$ cat src/rtl/fib_pkg.sv
// -----------------------------------------------------------------------------
// fib_pkg
// Shared definitions for the fib core: data width, the ALU opcode encoding
// used by both fib_seq and alu, and the fib_seq state encoding.
// -----------------------------------------------------------------------------
package fib_pkg;

    localparam int XLEN = 32;

    typedef enum logic [1:0] {
        ALU_ADD = 2'b00,
        ALU_SUB = 2'b01,
        ALU_SLT = 2'b10
    } aluop_t;

    typedef enum logic [2:0] {
        IDLE,
        CHECK,
        ADD,
        DEC,
        DONE
    } fib_state_t;

endpackage : fib_pkg

$ cat src/rtl/fib_seq_if.sv
// -----------------------------------------------------------------------------
// fib_seq_if
// ALU operand bus between the Fibonacci sequencer (master) and the
// combinational ALU (slave).
//   src0, src1 : operands            (master -> slave)
//   aluop      : operation select    (master -> slave)
//   result     : ALU result          (slave  -> master)
//   zero       : result == 0         (slave  -> master)
// -----------------------------------------------------------------------------
interface fib_seq_if;
    import fib_pkg::*;

    logic [XLEN-1:0] src0;
    logic [XLEN-1:0] src1;
    aluop_t          aluop;
    logic [XLEN-1:0] result;
    logic            zero;

    modport master (
        output src0, src1, aluop,
        input  result, zero
    );

    modport slave (
        input  src0, src1, aluop,
        output result, zero
    );

endinterface : fib_seq_if

$ cat src/rtl/fib_seq.sv
// -----------------------------------------------------------------------------
// fib_seq
// Iterative Fibonacci sequencer. Computes fib(n) mod 2^32 by driving an
// external combinational ALU one operation per cycle (CHECK / ADD / DEC loop).
//
// Ports:
//   clk      in   system clock, rising edge
//   rstn     in   asynchronous active-low reset
//   start    in   request, sampled only in IDLE
//   n        in   index, captured on accepted start
//   busy     out  high from the cycle after accept through the DONE cycle
//   done     out  one-cycle pulse, fib_out valid
//   fib_out  out  fib(n) mod 2^32, held until next accept
//   ovf      out  fib(n) >= 2^32 (valid with done)
//   alu_bus  master side of the ALU operand bus
//
// Build option: define FIB_SEQ_OVF_EN to build overflow tracking; otherwise
// ovf is tied to 0. fib_out is the same in both builds.
// -----------------------------------------------------------------------------
module fib_seq
    import fib_pkg::*;
(
    input  logic            clk,
    input  logic            rstn,
    input  logic            start,
    input  logic [XLEN-1:0] n,
    output logic            busy,
    output logic            done,
    output logic [XLEN-1:0] fib_out,
    output logic            ovf,
    fib_seq_if.master       alu_bus
);

    fib_state_t      state;
    logic [XLEN-1:0] a;
    logic [XLEN-1:0] b;
    logic [XLEN-1:0] cnt;

`ifdef FIB_SEQ_OVF_EN
    // Set when the most recent ADD wrapped, i.e. b holds a wrapped value.
    // It is folded into ovf one ADD later, once that value moves into a.
    logic bovf;
`endif

    // ALU operands are registered: each transition loads the operands the
    // next state needs, so they are stable for the whole cycle of that state
    // and the combinational result is consumed at the end of it.
    // NOTE: sequential state uses non-blocking assignments only, so every
    // right-hand side sees the pre-edge value regardless of statement order.
    always_ff @(posedge clk or negedge rstn) begin
        if (!rstn) begin
            state         <= IDLE;
            a             <= '0;
            b             <= '0;
            cnt           <= '0;
            busy          <= 1'b0;
            done          <= 1'b0;
            fib_out       <= '0;
            alu_bus.src0  <= '0;
            alu_bus.src1  <= '0;
            alu_bus.aluop <= ALU_ADD;
`ifdef FIB_SEQ_OVF_EN
            bovf          <= 1'b0;
            ovf           <= 1'b0;
`endif
        end else begin
            done <= 1'b0;
            case (state)
                IDLE: begin
                    if (start) begin
                        a             <= '0;
                        b             <= XLEN'(1);
                        cnt           <= n;
                        busy          <= 1'b1;
                        alu_bus.src0  <= n;
                        alu_bus.src1  <= '0;
                        alu_bus.aluop <= ALU_SUB;
                        state         <= CHECK;
`ifdef FIB_SEQ_OVF_EN
                        bovf          <= 1'b0;
                        ovf           <= 1'b0;
`endif
                    end
                end

                CHECK: begin
                    if (alu_bus.zero) begin
                        done          <= 1'b1;
                        fib_out       <= a;
                        alu_bus.src0  <= '0;
                        alu_bus.src1  <= '0;
                        alu_bus.aluop <= ALU_ADD;
                        state         <= DONE;
                    end else begin
                        alu_bus.src0  <= a;
                        alu_bus.src1  <= b;
                        alu_bus.aluop <= ALU_ADD;
                        state         <= ADD;
                    end
                end

                ADD: begin
                    a             <= b;
                    b             <= alu_bus.result;
                    alu_bus.src0  <= cnt;
                    alu_bus.src1  <= XLEN'(1);
                    alu_bus.aluop <= ALU_SUB;
                    state         <= DEC;
`ifdef FIB_SEQ_OVF_EN
                    ovf           <= ovf | bovf;
                    bovf          <= (alu_bus.result < b);
`endif
                end

                DEC: begin
                    cnt           <= alu_bus.result;
                    alu_bus.src0  <= alu_bus.result;
                    alu_bus.src1  <= '0;
                    alu_bus.aluop <= ALU_SUB;
                    state         <= CHECK;
                end

                DONE: begin
                    busy  <= 1'b0;
                    state <= IDLE;
                end

                default: begin
                    busy          <= 1'b0;
                    alu_bus.src0  <= '0;
                    alu_bus.src1  <= '0;
                    alu_bus.aluop <= ALU_ADD;
                    state         <= IDLE;
                end
            endcase
        end
    end

`ifndef FIB_SEQ_OVF_EN
    assign ovf = 1'b0;
`endif

endmodule : fib_seq

$ cat src/flat_wrapper.sv
// flat-port wrapper written by rule: the top's interface ports become plain ports
module fib_seq_flat import fib_pkg::*;
  (clk, rstn, start, n, busy, done, fib_out, ovf, alu_bus_src0, alu_bus_src1, alu_bus_aluop, alu_bus_result, alu_bus_zero);
  fib_seq_if alu_bus_i ();
  input  logic clk;
  input  logic rstn;
  input  logic start;
  input  logic [XLEN-1:0] n;
  output logic busy;
  output logic done;
  output logic [XLEN-1:0] fib_out;
  output logic ovf;
  output wire logic [$bits(alu_bus_i.src0)-1:0] alu_bus_src0;
  output wire logic [$bits(alu_bus_i.src1)-1:0] alu_bus_src1;
  output wire logic [$bits(alu_bus_i.aluop)-1:0] alu_bus_aluop;
  input wire logic [$bits(alu_bus_i.result)-1:0] alu_bus_result;
  input wire logic [$bits(alu_bus_i.zero)-1:0] alu_bus_zero;
  assign alu_bus_src0 = alu_bus_i.src0;
  assign alu_bus_src1 = alu_bus_i.src1;
  assign alu_bus_aluop = alu_bus_i.aluop;
  assign alu_bus_i.result = alu_bus_result;
  assign alu_bus_i.zero = alu_bus_zero;
  fib_seq u_core (.clk(clk), .rstn(rstn), .start(start), .n(n), .busy(busy), .done(done), .fib_out(fib_out), .ovf(ovf), .alu_bus(alu_bus_i));
endmodule
$ cat config.mk
export PLATFORM = sky130hd
export DESIGN_NAME = fib_seq_flat
export DESIGN_NICKNAME = d
export VERILOG_FILES = /design/src/rtl/fib_pkg.sv /design/src/rtl/fib_seq_if.sv /design/src/rtl/fib_seq.sv /design/src/flat_wrapper.sv
export SDC_FILE = /design/constraint.sdc
export NUM_CORES = 1
export LEC_CHECK = 0
export ABC_AREA = 0
export ABC_CLOCK_PERIOD_IN_PS = 1600
export CAP_MARGIN = 0
export CORE_AREA = 2 2 138 140
export CTS_BUF_LIST = sky130_fd_sc_hd__clkbuf_16
export CTS_CLUSTER_DIAMETER = 120
export DETAILED_ROUTE_END_ITERATION = 10
export DIE_AREA = 0 0 140 142
export GPL_ROUTABILITY_DRIVEN = 0
export PLACE_DENSITY = 0.75
export SYNTH_ARGS = -nofsm -noshare
export SYNTH_HDL_FRONTEND = slang
export SYNTH_SLANG_ARGS = --single-unit
export TNS_END_PERCENT = 100
$ cat constraint.sdc
create_clock -name clk -period 1.6 [get_ports clk]
set_clock_uncertainty 0.15 [all_clocks]
set_input_delay 0.32 -clock clk [delete_from_list [all_inputs] [get_ports clk]]
set_output_delay 0.32 -clock clk [all_outputs]
set_load 0.05 [all_outputs]
==> out/qor.log, run 1 <==
qor: logic_synthesis.total_standard_cell_area_after_synthesis 8460 um2
qor: critical_path.critical_path_arrival 2.02 ns
qor: power_and_ir_drop.power-per-cell-area 2340 nW/um2
qor: placement.buffer_ports.inserted 166
qor: logic_synthesis.synth.yosys.warnings 0
qor: logic_synthesis.dominantRegCellSynth sky130_fd_sc_hd__dfrtp_1
qor: critical_path.crit_path_start_kind flip-flop
qor: clock_network.cts_tree yes
qor: drt.vias_per_cell 6.71
qor: critical_path.cp_max_fo 8
qor: layout.proportion_of_layout_cells_with_a_drive_suffix_above_1 0.502
qor: drt.routedWlPerCell 29.7 um
qor: clock_network.cts-htree-levels 4
qor: logic_synthesis.yosysUniqueCellTypes 31
qor: power_and_ir_drop.total_leakage_power 0.00617 uW
qor: sta.finalCritPeriodShare 1.15
qor: clock_network.cts_max_path_buffers 2
qor: floorplanning.placementRows 50
qor: critical_path.r2r_setup_slack -0.24 ns
qor: global_routing.grt_pass1_vias 7,749
qor: global_routing.grt_antenna_before_repair 1
qor: logic_synthesis.asyncSetResetFlopFracSynth 1.00
qor: sta.final_hold_viol_count 0
qor: run_status.run_status complete, but fails checks
qor: critical_path.criticalPathCategory reg -> reg
qor: clock_network.worst_skew_pair.late_latency 0.45 ns
qor: drt.dr.first_iter.drc_count 802
qor: critical_path.delay_of_the_slowest_cell_on_the_worst_path 0.51 ns
qor: critical_path.length_in_cells_of_the_worst_reg_to_reg_path 4
qor: floorplanning.boundaryPins 169
qor: logic_synthesis.post_synth_main_area_contributors sky130_fd_sc_hd__dfrtp_1 59%, sky130_fd_sc_hd__a22o_1 9.7%, sky130_fd_sc_hd__mux2_2 8.5%
qor: clock_network.clk_pin_slew 0.08 ns
qor: logic_synthesis.synth_commonest_cells 198 x sky130_fd_sc_hd__dfrtp_1, 94 x sky130_fd_sc_hd__a22o_1, 77 x sky130_fd_sc_hd__a22oi_1, 64 x sky130_fd_sc_hd__mux2_2, 33 x sky130_fd_sc_hd__o21ai_0
qor: sta.slew_viol_final 0
qor: logic_synthesis.ys_seq_elements 198
qor: clock_network.cts.sinks 198
qor: global_routing.global_routing_usage_on_met1 0.385
qor: job.cap_viol_max_count 0
qor: sta.min_period 1.84 ns
qor: clock_network.cts_inserted_buffers 17
qor: global_routing.largest_net_degree_at_the_start_of_global_routing 45
qor: power_and_ir_drop.reported_net_switching_power 14,200 uW
qor: layout.finished_layout_cells 1,154
qor: global_routing.grt_most_used_layer met2
qor: power_and_ir_drop.share_clk_of_total_power 0.129
qor: logic_synthesis.synth-edff-count 0
qor: drt.via_count 7,738
qor: global_routing.grt_util_met2 0.483
qor: critical_path.worst-endpoint-required 1.78 ns
qor: placement.hpwlAfterDp 17.0 mm
qor: logic_synthesis.synth.largest_area_cell sky130_fd_sc_hd__dfrtp_1
qor: logic_synthesis.netlist.area_leader.share 0.585
qor: drt.post-route-drc-count 11
qor: floorplanning.dieHeight 142 um
qor: placement.dp_cells 1,067
qor: floorplanning.core_area 18,500 um2
qor: critical_path.crit_path_cell_trace nor4bb_4, buf_6, clkbuf_16, mux2_4
qor: power_and_ir_drop.power.share.combinational 0.584
qor: floorplanning.full_die_area 19,900 um2
qor: drt.antenna_left 0
qor: logic_synthesis.ys_seq_area_frac 0.585
qor: logic_synthesis.synth_area_per_cell 13.2 um2
qor: logic_synthesis.yosysMostFrequentCell sky130_fd_sc_hd__dfrtp_1
qor: logic_synthesis.postSynthCellCount 641
qor: run_status.violations design-rule violations, negative setup slack
qor: sta.grt_setup_unrepaired true
qor: placement.placed_area 12,000 um2
qor: drt.finalWirelength 34.3 mm
qor: layout.fin_area 14,300 um2
qor: global_routing.globalRouteTotalUtil 0.297
qor: sta.achievable-frequency 0.544 GHz
qor: clock_network.root_buffer sky130_fd_sc_hd__clkbuf_16
qor: layout.area.growth.synth_to_final 68.6%
qor: critical_path.worstSetupEndpointType flip-flop
qor: layout.fin_nets 974
qor: worst_hold_path.worst_hold_path_type in -> async
qor: critical_path.crit-reg2reg-capture u_core.fib_out[24]
qor: power_and_ir_drop.power.ir.vdd_worst 0.00145 V
qor: sta.setup_viol 194
qor: global_routing.grt_first_pass_wirelength 45.2 mm
qor: floorplanning.start_util 0.459
qor: power_and_ir_drop.internal_power 19,200 uW
qor: global_routing.grt_overflow_total 0
qor: global_routing.grt_use_met3 0.0602
qor: sta.post-route-worst-setup-slack -0.238 ns
qor: drt.router_iterations_before_antenna_repair 11
qor: power_and_ir_drop.seq_power_share 0.287
qor: critical_path.regToRegStartpoint u_core.state[1]
qor: floorplanning.floorplan.die.width 140 um
qor: critical_path.crit_slowest_cell sky130_fd_sc_hd__dfrtp_2
qor: power_and_ir_drop.power 33,400 uW
qor: power_and_ir_drop.power_switching_share 0.426
## timing repair
action | in CTS | in global routing
resized for setup | 91 | 119
hold endpoints to repair | 37 | 0
pin swaps | 82 | 116
hold buffers | 1 | 0
buffers inserted | 26 | 3
setup endpoints to repair | 192 | 194
cloned | 15 | 13
## critical path, delay by kind of cell, from the launching register on
family / cells / cell delay [ns]
buf+inv: 2 / 0.44
flops: 1 / 0.51
mux: 1 / 0.31
simple gates: 1 / 0.32
## power by group through the flow
stage | combinational, uW | clock (uW) | sequential, uW
floorplan | 5350 | 0 | 11400
finish | 19500 | 4300 | 9580
detailed placement | 14900 | 0 | 9250
CTS | 17400 | 4230 | 9270
global placement | 14400 | 0 | 9140
global route | 20000 | 4500 | 9680
## layout make-up
type / instances / area, um2
clock buffers: 17 / 425
inverters: 4 / 15.0
flip-flops and latches: 198 / 4960
diodes: 1 / 2.50
repair buffers: 310 / 4660
fillers: 941 / 4180
well taps: 234 / 293
multi-input cells: 375 / 3770
clock inverters: 15 / 144
## sequential cells by signal (all words and copies together), names as in the netlist
| name | cells |
|---|---|
| u_core.fib_out | 32 |
| u_core.busy | 1 |
| u_core.cnt | 32 |
| u_core.alu_bus.aluop | 1 |
| u_core.state | 3 |
| u_core.b | 32 |
| u_core.alu_bus.src1 | 32 |
| u_core.done | 1 |
| u_core.alu_bus.src0 | 32 |
| u_core.a | 32 |
## how the worst max path moves through the flow
| stage | cells after the start | start | to | slack [ns] |
|---|---|---|---|---|
| finish | 4 | u_core.state[1] | u_core.fib_out[24] | -0.24 |
| global route | 4 | u_core.state[1] | u_core.fib_out[30] | -0.24 |
| CTS | 3 | u_core.state[1] | u_core.fib_out[6] | -0.14 |
| detailed placement | 6 | alu_bus_zero | u_core.alu_bus.src0[26] | -0.51 |
| global placement | 4 | alu_bus_zero | u_core.fib_out[18] | -0.49 |
| floorplan | 4 | u_core.state[2] | u_core.fib_out[10] | -0.02 |
## cell families (layout without fill, tap and decap cells)
| kind of cell | after synthesis | after routing | synth area share |
|---|---|---|---|
| flops | 198 | 198 | 0.585 |
| mux | 64 | 64 | 0.0852 |
| buf+inv | 69 | 346 | 0.0467 |
| simple gates | 47 | 47 | 0.0285 |
| compound gates | 262 | 262 | 0.254 |
| other cells | 1 | 3 | 0.000443 |
## metrics by stage
| stage | TNS (ns) | util | hold WS [ns] | setup WS, ns |
|---|---|---|---|---|
| after detailed placement | -67.30 | 0.652 | 0.137 | -0.512 |
| after global routing | -29.58 | 0.773 | 0.237 | -0.244 |
| after CTS | -13.54 | 0.736 | 0.236 | -0.139 |
| after floorplan | -0.482 | - | -0.126 | -0.0174 |
| after global placement | -62.32 | 0.652 | 0.135 | -0.487 |
| final | -27.38 | 0.773 | 0.214 | -0.238 |
## layer usage
metal,share of wire,vias to the layer above
met1,0.35,3902
met4,0.059,0
met3,0.11,178
met5,0,-
met2,0.48,652
li1,-,3006
## cell usage in the layout, fill, tap and decap left out, types with 5 or more instances in the layout
| cell type | instances |
|---|---|
| sky130_fd_sc_hd__dfrtp_1 | 195 |
| sky130_fd_sc_hd__buf_12 | 131 |
| sky130_fd_sc_hd__a22o_1 | 94 |
| sky130_fd_sc_hd__a22oi_2 | 72 |
| sky130_fd_sc_hd__clkdlybuf4s50_1 | 65 |
| sky130_fd_sc_hd__buf_4 | 61 |
| sky130_fd_sc_hd__mux2_2 | 39 |
| sky130_fd_sc_hd__nand2_1 | 32 |
| sky130_fd_sc_hd__clkbuf_16 | 28 |
| sky130_fd_sc_hd__mux2_4 | 25 |
| sky130_fd_sc_hd__a22oi_1 | 25 |
| sky130_fd_sc_hd__buf_6 | 22 |
| sky130_fd_sc_hd__o2bb2ai_2 | 19 |
| sky130_fd_sc_hd__o21ai_0 | 15 |
| sky130_fd_sc_hd__o2bb2ai_1 | 12 |
| sky130_fd_sc_hd__o21ai_2 | 9 |
| sky130_fd_sc_hd__buf_16 | 9 |
| sky130_fd_sc_hd__buf_8 | 8 |
| sky130_fd_sc_hd__o21ai_4 | 5 |
| sky130_fd_sc_hd__o21ai_1 | 5 |
(Power assumes the default switching activity.)
==> run 2, diff against run 1 <==
--- a/config.mk
+++ b/config.mk
@@ -15,6 +15,8 @@
 export DIE_AREA = 0 0 140 142
 export GPL_ROUTABILITY_DRIVEN = 0
 export PLACE_DENSITY = 0.75
+export SETUP_SLACK_MARGIN = 0.5
+export SLEW_MARGIN = 20
 export SYNTH_ARGS = -nofsm -noshare
 export SYNTH_HDL_FRONTEND = slang
 export SYNTH_SLANG_ARGS = --single-unit
==> out/qor.log, run 2 (same netlist as run 1, synthesis figures left out) <==
qor: power_and_ir_drop.share_clk_of_total_power 0.117 [was 0.129]
qor: floorplanning.start_util 0.459 [unchanged]
qor: clock_network.cts_max_path_buffers 2 [unchanged]
qor: sta.setup_viol 195 [was 194]
qor: sta.hold-worst-slack -0.317 ns [was 0.214 ns]
qor: global_routing.grt_antenna_before_repair 0 [was 1]
qor: clock_network.cts_tree yes [unchanged]
qor: floorplanning.core_area 18,500 um2 [unchanged]
qor: run_status.run_status complete, but fails checks [unchanged]
qor: drt.post-route-drc-count 12 [was 11]
qor: global_routing.grt_most_used_layer met2 [unchanged]
qor: power_and_ir_drop.internal_power 20,400 uW [was 19,200 uW]
qor: global_routing.grt_pass1_vias 7,814 [was 7,749]
qor: global_routing.grt_use_met3 0.0491 [was 0.0602]
qor: clock_network.root_buffer sky130_fd_sc_hd__clkbuf_16 [unchanged]
qor: drt.dr.first_iter.drc_count 915 [was 802]
qor: sta.min_period 1.96 ns [was 1.84 ns]
qor: sta.slew_viol_final 0 [unchanged]
qor: critical_path.timing.critical_path.mode_cell sky130_fd_sc_hd__a22oi_2
qor: critical_path.regToRegStartpoint u_core.state[1] [unchanged]
qor: power_and_ir_drop.power.ir.vdd_worst 0.00135 V [was 0.00145 V]
qor: layout.fin_nets 1,046 [was 974]
qor: sta.post-route-worst-setup-slack -0.358 ns [was -0.238 ns]
qor: critical_path.cp_max_fo 12 [was 8]
qor: drt.via_count 8,151 [was 7,738]
qor: global_routing.globalRouteTotalUtil 0.295 [was 0.297]
qor: critical_path.crit_slowest_cell sky130_fd_sc_hd__dfrtp_2 [unchanged]
qor: worst_hold_path.worst_hold_path_type in -> async [unchanged]
qor: layout.area.growth.synth_to_final 76.9% [was 68.6%]
qor: floorplanning.boundaryPins 169 [unchanged]
qor: critical_path.critPathLaunch u_core.state[1] [unchanged]
qor: layout.mostFrequentLayoutCells 186 x sky130_fd_sc_hd__dfrtp_1, 132 x sky130_fd_sc_hd__buf_12, 116 x sky130_fd_sc_hd__buf_4 [was 195 x sky130_fd_sc_hd__dfrtp_1, 131 x sky130_fd_sc_hd__buf_12, 94 x sky130_fd_sc_hd__a22o_1]
qor: layout.insertedDiodeCount 0 [was 1]
qor: clock_network.cts-htree-levels 4 [unchanged]
qor: sta.grt_setup_unrepaired true [unchanged]
qor: run_status.violations design-rule violations, negative hold slack, negative setup slack [was design-rule violations, negative setup slack]
qor: drt.antenna_left 0 [unchanged]
qor: floorplanning.placementRows 50 [unchanged]
qor: power_and_ir_drop.power.share.combinational 0.606 [was 0.584]
qor: layout.finished_layout_cells 1,225 [was 1,154]
qor: floorplanning.dieHeight 142 um [unchanged]
qor: drt.vias_per_cell 6.65 [was 6.71]
qor: drt.routedWlPerCell 30.4 um [was 29.7 um]
qor: critical_path.critical_path_arrival 2.16 ns [was 2.02 ns]
qor: global_routing.grt_first_pass_wirelength 44.8 mm [was 45.2 mm]
qor: global_routing.grt_overflow_total 0 [unchanged]
qor: global_routing.largest_net_degree_at_the_start_of_global_routing 47 [was 45]
qor: power_and_ir_drop.seq_power_share 0.277 [was 0.287]
qor: sta.final_hold_viol_count 38 [was 0]
qor: global_routing.grt_util_met2 0.501 [was 0.483]
qor: power_and_ir_drop.total_leakage_power 0.00670 uW [was 0.00617 uW]
qor: critical_path.criticalPathCategory reg -> reg [unchanged]
qor: job.cap_viol_max_count 0 [unchanged]
qor: floorplanning.floorplan.die.width 140 um [unchanged]
qor: critical_path.worstSetupEndpointType flip-flop [unchanged]
qor: clock_network.cts.sinks 198 [unchanged]
qor: power_and_ir_drop.power_switching_share 0.420 [was 0.426]
qor: global_routing.global_routing_usage_on_met1 0.374 [was 0.385]
qor: sta.achievable-frequency 0.511 GHz [was 0.544 GHz]
qor: placement.buffer_ports.inserted 166 [unchanged]
qor: critical_path.crit_path_start_kind flip-flop [unchanged]
qor: floorplanning.full_die_area 19,900 um2 [unchanged]
qor: sta.finalCritPeriodShare 1.22 [was 1.15]
qor: placement.hpwlAfterDp 18.0 mm [was 17.0 mm]
qor: power_and_ir_drop.power-per-cell-area 2350 nW/um2 [was 2340 nW/um2]
qor: drt.router_iterations_before_antenna_repair 9 [was 11]
qor: critical_path.worst-endpoint-required 1.80 ns [was 1.78 ns]
qor: drt.finalWirelength 37.2 mm [was 34.3 mm]
qor: critical_path.crit_path_cell_trace buf_6, nor4b_4, buf_4, buf_12, a22oi_2, a22oi_2 [was nor4bb_4, buf_6, clkbuf_16, mux2_4]
qor: clock_network.clk_pin_slew 0.08 ns [about the same]
qor: layout.proportion_of_layout_cells_with_a_drive_suffix_above_1 0.528 [was 0.502]
qor: layout.fin_area 15,000 um2 [was 14,300 um2]
qor: layout.final_common_cell sky130_fd_sc_hd__dfrtp_1 [unchanged]
qor: placement.dp_cells 1,073 [was 1,067]
qor: placement.placed_area 12,400 um2 [was 12,000 um2]
qor: clock_network.worst_skew_pair.late_latency 0.45 ns [about the same]
qor: clock_network.cts_inserted_buffers 17 [unchanged]
qor: power_and_ir_drop.reported_net_switching_power 14,800 uW [was 14,200 uW]
qor: critical_path.delay_of_the_slowest_cell_on_the_worst_path 0.48 ns [was 0.51 ns]
==> run 2: cell count changes in the layout (fill, tap and decap cells not counted), moves of 12 or more <==
cell and delta:
sky130_fd_sc_hd__buf_6 +15, sky130_fd_sc_hd__mux2_2 -27, sky130_fd_sc_hd__buf_4 +55, sky130_fd_sc_hd__a22oi_2 -16
sky130_fd_sc_hd__mux2_4 +27, sky130_fd_sc_hd__a22oi_1 +16, sky130_fd_sc_hd__o21ai_0 +12
==> run 2: power groups by stage <==
stage	Combinational (uW)	Sequential [uW]	Clock [uW]
after floorplan	6470	11500	0
after global placement	15200	9280	0
after detailed placement	15600	9400	0
after CTS	17700	9340	3970
after global routing	21800	9790	4280
final	21300	9740	4100
==> run 2: through the flow <==
step                total power (uW)   util  setup WS [ns]  setup TNS [ns]
floorplan                      17900      -       -0.00662          -0.148
global placement               24500  0.671         -0.549          -66.61
detailed placement             25000  0.671         -0.554          -71.90
CTS                            31000  0.744         -0.184          -20.55
global route                   35900  0.811         -0.395          -45.24
finish                         35200  0.811         -0.358          -40.96
==> run 2: final cells by class <==
class	count	area [um2]
repair buffers	382	5310
flip-flops and latches	198	4970
multi-input cells	375	3860
fillers	799	3480
clock buffers	17	425
well taps	234	293
clock inverters	15	100
inverters	4	15.0
==> run 2: worst paths after layout <==
kind,to,slack (ns),cells past startpoint
worst max-delay path,u_core.alu_bus.src0[20],-0.36,6
worst min-delay path,u_core.state[0],-0.32,1
worst max register to register,u_core.alu_bus.src0[20],-0.36,6
worst min register to register,u_core.cnt[11],0.35,1
max in group asynchronous,u_core.a[2],1.05,2
min in group clk,u_core.cnt[11],0.35,1
==> run 2: critical path, delay by kind of cell, from the launching register on <==
kind / cells / cell delay [ns]
AO/OA/AOI/OAI: 2 / 0.36
buffers and inverters: 3 / 0.55
AND/OR/NAND/NOR: 1 / 0.30
flip-flops: 1 / 0.48
==> run 2: metal layers <==
layer  vias to the layer above  wire length [um]
met2                       707             18200
met3                       236              3600
met1                      4068             12800
met5                         -                 0
li1                       3140                 -
met4                         0              2630
==> run 2: what timing repair did <==
item | 4_1_cts | 5_1_grt
pin swaps | 17 | 62
setup endpoints to repair | 297 | 297
setup buffers | 47 | 44
endpoints found under the hold margin | 38 | 38
cloned | 9 | 20
resized for setup | 65 | 100
